$ cat config.mk
export PLATFORM = sky130hd
export DESIGN_NAME = openfpga_cfg_chain
export DESIGN_NICKNAME = d
export VERILOG_FILES = /design/src/rtl/openfpga_cfg_pkg.sv /design/src/rtl/openfpga_cfg_shift.sv /design/src/rtl/openfpga_cfg_chain.sv
export SDC_FILE = /design/constraint.sdc
export NUM_CORES = 1
export LEC_CHECK = 0
export ABC_CLOCK_PERIOD_IN_PS = 3700
export CAP_MARGIN = 20
export CORE_UTILIZATION = 53
export CTS_BUF_LIST = sky130_fd_sc_hd__clkbuf_2 sky130_fd_sc_hd__clkbuf_4 sky130_fd_sc_hd__clkbuf_8
export DETAILED_ROUTE_END_ITERATION = 8
export PLACE_DENSITY = 0.94
export SYNTH_ARGS = -nofsm -noshare
export SYNTH_HDL_FRONTEND = slang
export SYNTH_SLANG_ARGS = --single-unit
export TNS_END_PERCENT = 30
$ cat constraint.sdc
create_clock -name clk -period 3.7 [get_ports clk]
set_clock_uncertainty 0.1 [all_clocks]
set_input_delay 0.74 -clock clk [delete_from_list [all_inputs] [get_ports clk]]
set_output_delay 0.74 -clock clk [all_outputs]
set_load 0.02 [all_outputs]
$ cat src/rtl/openfpga_cfg_pkg.sv
// Shared definitions for the configuration chain loader: FSM encoding and
// beat-counter sizing.
package openfpga_cfg_pkg;

  typedef enum logic [1:0] {
    ST_IDLE  = 2'd0,
    ST_SHIFT = 2'd1,
    ST_DONE  = 2'd2
  } cfg_state_e;

  // The counter must be able to hold LENGTH itself, not just LENGTH-1.
  function automatic int cnt_width(input int length);
    return $clog2(length + 1);
  endfunction

endpackage

$ cat src/rtl/openfpga_cfg_shift.sv
// One configuration chain: serial-in shift register with parallel outputs
// and a tail bit for readback of the previous contents.
module openfpga_cfg_shift #(
  parameter int unsigned LENGTH = 16,
  parameter logic        INIT   = 1'b0
) (
  input  logic              clk_i,
  input  logic              rst_i,
  input  logic              en_i,
  input  logic              sin_i,
  output logic              sout_o,
  output logic [LENGTH-1:0] q_o
);

  logic [LENGTH-1:0] q_q;

  always_ff @(posedge clk_i) begin
    if (rst_i) begin
      q_q <= {LENGTH{INIT}};
    end else if (en_i) begin
      q_q <= {q_q[LENGTH-2:0], sin_i};
    end
  end

  assign q_o    = q_q;
  assign sout_o = q_q[LENGTH-1];

endmodule

$ cat src/rtl/openfpga_cfg_chain.sv
// Loads CHANNELS configuration chains in lockstep from a valid/ready beat
// stream and reports completion with a one-cycle done pulse.
module openfpga_cfg_chain
  import openfpga_cfg_pkg::*;
#(
  parameter int unsigned LENGTH   = 16,
  parameter int unsigned CHANNELS = 1,
  parameter logic        INIT     = 1'b0
) (
  input  logic                         clk,
  input  logic                         rst,
  input  logic                         start,
  input  logic                         abort,
  input  logic                         din_valid,
  output logic                         din_ready,
  input  logic [CHANNELS-1:0]          din,
  output logic [CHANNELS-1:0]          dout,
  output logic [CHANNELS*LENGTH-1:0]   q,
  output logic                         busy,
  output logic                         done,
  output logic                         cfg_valid
);

  localparam int CW = cnt_width(LENGTH);
  localparam logic [CW-1:0] LAST_BEAT = CW'(LENGTH - 1);

  cfg_state_e    state_q;
  logic [CW-1:0] cnt_q;
  logic          cfg_valid_q;
  logic          shift_en;

  // Handshake: a beat transfers on an edge where din_valid && din_ready;
  // din_ready is a pure decode of the state register. An abort in SHIFT
  // wins over an offered beat, so that edge never shifts.
  assign din_ready = (state_q == ST_SHIFT);
  assign busy      = (state_q == ST_SHIFT);
  assign done      = (state_q == ST_DONE);
  assign cfg_valid = cfg_valid_q;
  assign shift_en  = din_ready & din_valid & ~abort;

  always_ff @(posedge clk) begin
    if (rst) begin
      state_q     <= ST_IDLE;
      cnt_q       <= '0;
      cfg_valid_q <= 1'b0;
    end else begin
      case (state_q)
        ST_IDLE: begin
          if (start) begin
            state_q     <= ST_SHIFT;
            cnt_q       <= '0;
            cfg_valid_q <= 1'b0;
          end
        end
        ST_SHIFT: begin
          if (abort) begin
            state_q <= ST_IDLE;
          end else if (din_valid) begin
            cnt_q <= cnt_q + CW'(1);
            if (cnt_q == LAST_BEAT) begin
              state_q     <= ST_DONE;
              cfg_valid_q <= 1'b1;
            end
          end
        end
        ST_DONE: state_q <= ST_IDLE;
        default: state_q <= ST_IDLE;
      endcase
    end
  end

  for (genvar c = 0; c < CHANNELS; c++) begin : g_chain
    openfpga_cfg_shift #(
      .LENGTH (LENGTH),
      .INIT   (INIT)
    ) u_chain (
      .clk_i  (clk),
      .rst_i  (rst),
      .en_i   (shift_en),
      .sin_i  (din[c]),
      .sout_o (dout[c]),
      .q_o    (q[c*LENGTH +: LENGTH])
    );
  end

endmodule

==> flow_summary.yaml, run 1 <==
outcome:
  status: "finished clean"
cells_and_area:
  nets: 148
  stdcell_area_sq_mm: 0.001294
  drive_gt1_frac: 0.07914
  n_antenna_cell: 0
  syn2layout_area_growth_pct: 28.13
  fin_util: 0.7333
floorplan:
  die_x_microns: 45.65
  die_h_microns: 45.65
  io_pins: 27
  coreArea_sq_mm: 0.001764
  initial_utilization: 0.5723
  placementRows: 15
  die-area_sq_mm: 0.002083
logic_synthesis:
  ys.flop_type: "dfxtp_1"
  syn_nets: 125
  yosysTopAreaCell: "dfxtp_1"
  ys_seq_area_frac: 0.4758
  yosysWarningCount: 0
  avgSynthCellArea_sq_um: 8.630
  synthTopCellsByCount: "nand2_1 (33), dfxtp_1 (24), a21oi_1 (19)"
  postSynth.asyncResetShare: 0
  synth-seq-cells: 24
  synth_top_area_share: 0.4758
  synth_area_leaders: "dfxtp_1 (48%), nand2_1 (12%), a21oi_1 (9.4%)"
  synth_edf_count: 0
  syn_inst: 117
  syn-cell-area_sq_mm: 0.001010
  synth_most_common_cell: "nand2_1"
  yosysUniqueCellTypes: 26
sta:
  post-route-period-util: 0.6599
  final_max_slew_viol_count: 0
  tightest_slew_ns: 0.8418
  hold_viol_final: 0
  rsz0062_at_grt: "no"
  min_period_ns: 2.441
  max_freq_mhz: 409.6
  whs_ns: 0.3530
  maxSlewHeadroom: 0.4370
  fin_setup_tns_ns: 0
  finalSetupViolations: 0
clock_tree:
  cts_tree: "yes"
  clock_sinks: 24
  cts_hold_buf: 0
  clock_latency_ns: 0.31
  clk_pin_slew_ns: 0.12
  cts_buffer_depth: 2
  htreeDepth: 1
  numCtsBuffers: 3
  ctsResizeCount: 0
  clock_tree.root_cell: "clkbuf_4"
  post_cts_buffers: 0
detailed_routing:
  drc: 0
  first_pass_iters: 4
  antenna_left: 0
  drt-total-wl_mm: 1.889
  viasPerCell: 5.238
  routedWlPerCell_microns: 11.52
  drt-initial-drc-count: 27
  vias: 859
power:
  finalPower_mw: 0.4782
  p_leak_nw: 0.4265
  powerDensity_mw_per_mm2: 369.7
  irDropWorstVdd_mv: 0.2985
grt:
  grt_pass1_vias: 722
  grt_busiest_layer: "met2"
  use_met2: 0.3486
  overflow: 0
  antenna_found_initial: 0
  use_met1: 0.2178
  groute.usage.overall: 0.1915
  grt_pass1_wl_mm: 2.877
  grt_util_met3: 0.02381
  grt_max_degree: 26
setup_path:
  cp.arrival_ns: 1.60
  crit_type: "reg -> out"
  start_kind: "flip-flop"
  cp-end-kind: "primary output"
  required_ns: 2.86
  path_max_fanout: 8
job:
  drv_cap: 0
placement:
  gp_congestion: 0.8159
  place_hpwl_mm: 1.283
  dpl-instance-area_sq_mm: 0.001241
  port_buffers: 26
hold_path:
  min_path_type: "reg -> reg"
==> report_power, final <==
part | switching, mW | total, mW | internal (mW)
registers | 0.00202 | 0.262 | 0.260
clock network | 0.0765 | 0.186 | 0.110
logic | 0.0168 | 0.0305 | 0.0137
total | 0.0953 | 0.478 | 0.383
==> layout by cell type, fill, tap and decap left out <==
cell | synthesis | layout
a211oi_1 | 1 | 1
a21oi_1 | 19 | 19
a21oi_2 | 1 | 1
and3_1 | 1 | 1
and4bb_4 | 1 | 1
buf_4 | 3 | 1
bufinv_16 | 0 | 1
clkbuf_4 | 0 | 3
clkdlybuf4s50_1 | 0 | 26
dfxtp_1 | 24 | 24
ha_1 | 2 | 2
inv_1 | 2 | 2
mux2_2 | 2 | 2
nand2_1 | 33 | 33
nand2b_1 | 3 | 3
nand3_1 | 4 | 4
nand3b_1 | 1 | 1
nand4bb_1 | 1 | 1
nor2_1 | 1 | 1
nor2b_1 | 2 | 2
nor3_1 | 2 | 2
nor3b_1 | 3 | 3
nor3b_2 | 1 | 1
o21ai_0 | 1 | 1
o21ai_1 | 1 | 1
or3b_4 | 1 | 1
xnor2_1 | 1 | 1
==> cells by family after synthesis <==
logic type / after synthesis / share of synthesized area
AND/OR/NAND/NOR: 54 / 0.2739
buffers and inverters: 11 / 0.07435
adder cells (fa/ha/maj): 2 / 0.02478
XOR/XNOR: 1 / 0.008676
AO/OA/AOI/OAI: 23 / 0.1202
multiplexers: 2 / 0.02230
flip-flops: 24 / 0.4758
==> critical path, cell delays in order (launching register included) <==
cell             delay, ns
dfxtp_1               0.48
nor2b_1               0.19
clkdlybuf4s50_1       0.62
==> area by class of cell <==
type | count | area (sq um)
inverters | 2 | 7.507
multi-input cells | 82 | 454.2
well taps | 25 | 31.28
clock inverters | 1 | 30.03
fillers | 148 | 470.5
clock buffers | 3 | 22.52
flip-flops and latches | 24 | 480.5
repair buffers | 27 | 267.8
==> layer usage <==
layer	part of all wire	wire length (microns)
met5	0	0
met4	0.012	22
met1	0.43	819
met2	0.51	962
met3	0.045	85
==> stage by stage <==
step           cells  worst slack, ns
2_1_floorplan    117            1.830
3_3_place_gp     160            1.352
4_1_cts          164            1.250
5_1_grt          164            1.170
3_5_place_dp     160            1.278
6_report         164            1.259
==> sequential cells by signal, summed over array words and instances (netlist names) <==
signal	cells
state_q	2
g_chain.u_chain.q_o	16
cfg_valid	1
cnt_q	5
==> final timing paths <==
kind,endpoint,slack (ns),cells after the start,start
worst max-delay path,busy,1.26,2,state_q[0]$_SDFFE_PP0P_
worst max register to register,cnt_q[2]$_SDFFE_PP0P_,2.15,3,state_q[0]$_SDFFE_PP0P_
worst min-delay path,cfg_valid$_SDFFE_PP0P_,0.35,2,cfg_valid$_SDFFE_PP0P_
worst min register to register,cfg_valid$_SDFFE_PP0P_,0.35,2,cfg_valid$_SDFFE_PP0P_
Power figures use the tool's default switching activity.
==> run 2, diff against run 1 <==
--- a/config.mk
+++ b/config.mk
@@ -5,12 +5,12 @@
 export SDC_FILE = /design/constraint.sdc
 export NUM_CORES = 1
 export LEC_CHECK = 0
-export ABC_CLOCK_PERIOD_IN_PS = 3700
+export ABC_CLOCK_PERIOD_IN_PS = 2009
 export CAP_MARGIN = 20
-export CORE_UTILIZATION = 53
+export CORE_UTILIZATION = 44
 export CTS_BUF_LIST = sky130_fd_sc_hd__clkbuf_2 sky130_fd_sc_hd__clkbuf_4 sky130_fd_sc_hd__clkbuf_8
 export DETAILED_ROUTE_END_ITERATION = 8
-export PLACE_DENSITY = 0.94
+export PLACE_DENSITY = 0.85
 export SYNTH_ARGS = -nofsm -noshare
 export SYNTH_HDL_FRONTEND = slang
 export SYNTH_SLANG_ARGS = --single-unit
==> constraint.sdc (replaced) <==
create_clock -name clk -period 2.01 [get_ports clk]
set_clock_uncertainty 0.1 [all_clocks]
set_input_delay 0.402 -clock clk [delete_from_list [all_inputs] [get_ports clk]]
set_output_delay 0.402 -clock clk [all_outputs]
set_load 0.02 [all_outputs]
==> run 2 against run 1 <==
Against the previous run:
- global-route usage decreased by 0.88 points
- worst setup slack got worse by 1.1 ns
- clock power increased by 83%
- critical path type unchanged
- critical endpoint is now q[4]
==> flow_summary.yaml, run 2 (synthesis results as in run 1) <==
outcome:
  status: "finished clean"
setup_path:
  crit_path_top_delay_cell: "clkdlybuf4s50_1"
  crit_path_max_incr_delay_ns: 0.63
  cp.arrival_ns: 1.32
  crit_type: "reg -> out"
  start_kind: "flip-flop"
  crit_family: "buffers and inverters"
  required_ns: 1.51
  path_cells: "clkdlybuf4s50_1"
  path_max_fanout: 3
  worst-path-buf-inv: 1
  cp-end-kind: "primary output"
power:
  switchingPower_mw: 0.1756
  seq_power_share: 0.545
  p_int_mw: 0.7086
  combPwrFrac: 0.069
  powerDensity_mw_per_mm2: 661.7
  switching_share: 0.1986
  p_clk_frac: 0.385
  irDropWorstVdd_mv: 0.5722
  p_leak_nw: 0.4776
job:
  drv_cap: 0
grt:
  grt_max_degree: 20
  grt_pass1_wl_mm: 3.429
  overflow: 0
  grt_pass1_vias: 807
  groute.usage.overall: 0.1827
  antenna_found_initial: 0
placement:
  pre_cts_ws_ns: 0.01785
  placedCellCount: 167
  gp_congestion: 0.8051
  port_buffers: 26
  place_hpwl_mm: 1.437
  dpl-instance-area_sq_mm: 0.001281
clock_tree:
  clock_tree.root_cell: "clkbuf_4"
  htreeDepth: 1
  clk_pin_slew_ns: 0.12
  cts_buffer_depth: 2
  cts_hold_buf: 0
  numCtsBuffers: 3
  post_cts_buffers: 0
  cts_tree: "yes"
  clock_sinks: 24
  clock_latency_ns: 0.31
floorplan:
  placementRows: 16
  initial_utilization: 0.4897
  coreArea_sq_mm: 0.002062
  die_x_microns: 49.91
  die-area_sq_mm: 0.002491
  io_pins: 27
  die_h_microns: 49.91
cells_and_area:
  drive_gt1_frac: 0.1250
  fin_util: 0.6481
  nets: 153
  final_cell_mix: "nand2_1 (33), clkdlybuf4s50_1 (23), dfxtp_1 (22)"
  syn2layout_area_growth_pct: 32.34
  final_common_cell: "nand2_1"
  stdcell_count: 171
  stdcell_area_sq_mm: 0.001336
  n_antenna_cell: 0
  largest_reg_flops: 16
detailed_routing:
  vias: 855
  viasPerCell: 5.000
  antenna_left: 0
  drc: 0
  first_pass_iters: 4
  routedWlPerCell_microns: 11.85
  drt-initial-drc-count: 11
  drt-total-wl_mm: 2.026
hold_path:
  min_path_type: "reg -> reg"
sta:
  min_period_ns: 1.819
  finalSetupViolations: 0
  maxSlewHeadroom: 0.7208
  fin_setup_tns_ns: 0
  tightest_slew_ns: 0.4170
  hold_viol_final: 0
  final_max_slew_viol_count: 0
  max_freq_mhz: 549.9
  worst_slack_ns: 0.1915
  rsz0062_at_grt: "no"
  post-route-period-util: 0.9047
## run 2: cell types whose count changed in the layout (fill, tap and decap cells not counted)
| cell | delta |
|---|---|
| dfxtp_1 | -2 |
| dfxtp_2 | +2 |
| dlymetal6s2s_1 | +1 |
| buf_4 | +5 |
| dlygate4sd2_1 | +2 |
| clkdlybuf4s50_1 | -3 |
## run 2: metrics by stage
step                      power, mW  hold slack (ns)
after floorplan              0.5306           0.3479
after global placement       0.5534           0.3354
after global routing         0.9245           0.3920
after detailed placement     0.5549           0.3478
after CTS                    0.8939           0.3666
final                        0.8842           0.3663
## run 2: worst paths after layout
check / slack (ns) / end / cells after the start / from
min reg2reg: 0.37 / cfg_valid$_SDFFE_PP0P_ / 2 / cfg_valid$_SDFFE_PP0P_
min: 0.37 / cfg_valid$_SDFFE_PP0P_ / 2 / cfg_valid$_SDFFE_PP0P_
max: 0.19 / q[4] / 1 / g_chain[0].u_chain.q_o[4]$_SDFFE_PP0P_
max reg2reg: 0.54 / cnt_q[3]$_SDFFE_PP0P_ / 3 / state_q[0]$_SDFFE_PP0P_
## run 2: routing by layer
layer | GRT usage | up-vias | wire (microns)
met5 | 0 | - | 0
met4 | 0.1238 | 0 | 39
met3 | 0.03395 | 4 | 71
met2 | 0.3153 | 21 | 1029
met1 | 0.2004 | 387 | 886
li1 | - | 443 | -
## run 2: final cells by class
class                           count  area (sq um)
Fill cell                         179         725.7
Sequential cell                    24         483.0
Inverter                            2         7.507
Multi-Input combinational cell     82         454.2
Timing Repair Buffer               32         305.3
Clock inverter                      1         30.03
Tap cell                           27         33.78
Clock buffer                        3         22.52
## run 2: power by group through the flow
| stage | Clock [mW] | Combinational (mW) | Sequential, mW |
|---|---|---|---|
| floorplan | 0 | 0.0385 | 0.492 |
| global placement | 0 | 0.0614 | 0.492 |
| detailed placement | 0 | 0.0626 | 0.492 |
| CTS | 0.351 | 0.0611 | 0.482 |
| global route | 0.375 | 0.0660 | 0.483 |
| finish | 0.341 | 0.0611 | 0.482 |
## run 2: timing repair
action | CTS | global route
gates resized for setup | 4 | 1
pin swaps | 0 | 0
setup endpoints to repair | 3 | 1
==> run 3, diff against run 2 <==
--- a/config.mk
+++ b/config.mk
@@ -9,6 +9,7 @@
 export CAP_MARGIN = 20
 export CORE_UTILIZATION = 44
 export CTS_BUF_LIST = sky130_fd_sc_hd__clkbuf_2 sky130_fd_sc_hd__clkbuf_4 sky130_fd_sc_hd__clkbuf_8
+export CTS_CLUSTER_SIZE = 24
 export DETAILED_ROUTE_END_ITERATION = 8
 export PLACE_DENSITY = 0.85
 export SYNTH_ARGS = -nofsm -noshare
==> results of run 3 <==
Final layout, timing and power as in run 2 (identical DEF).
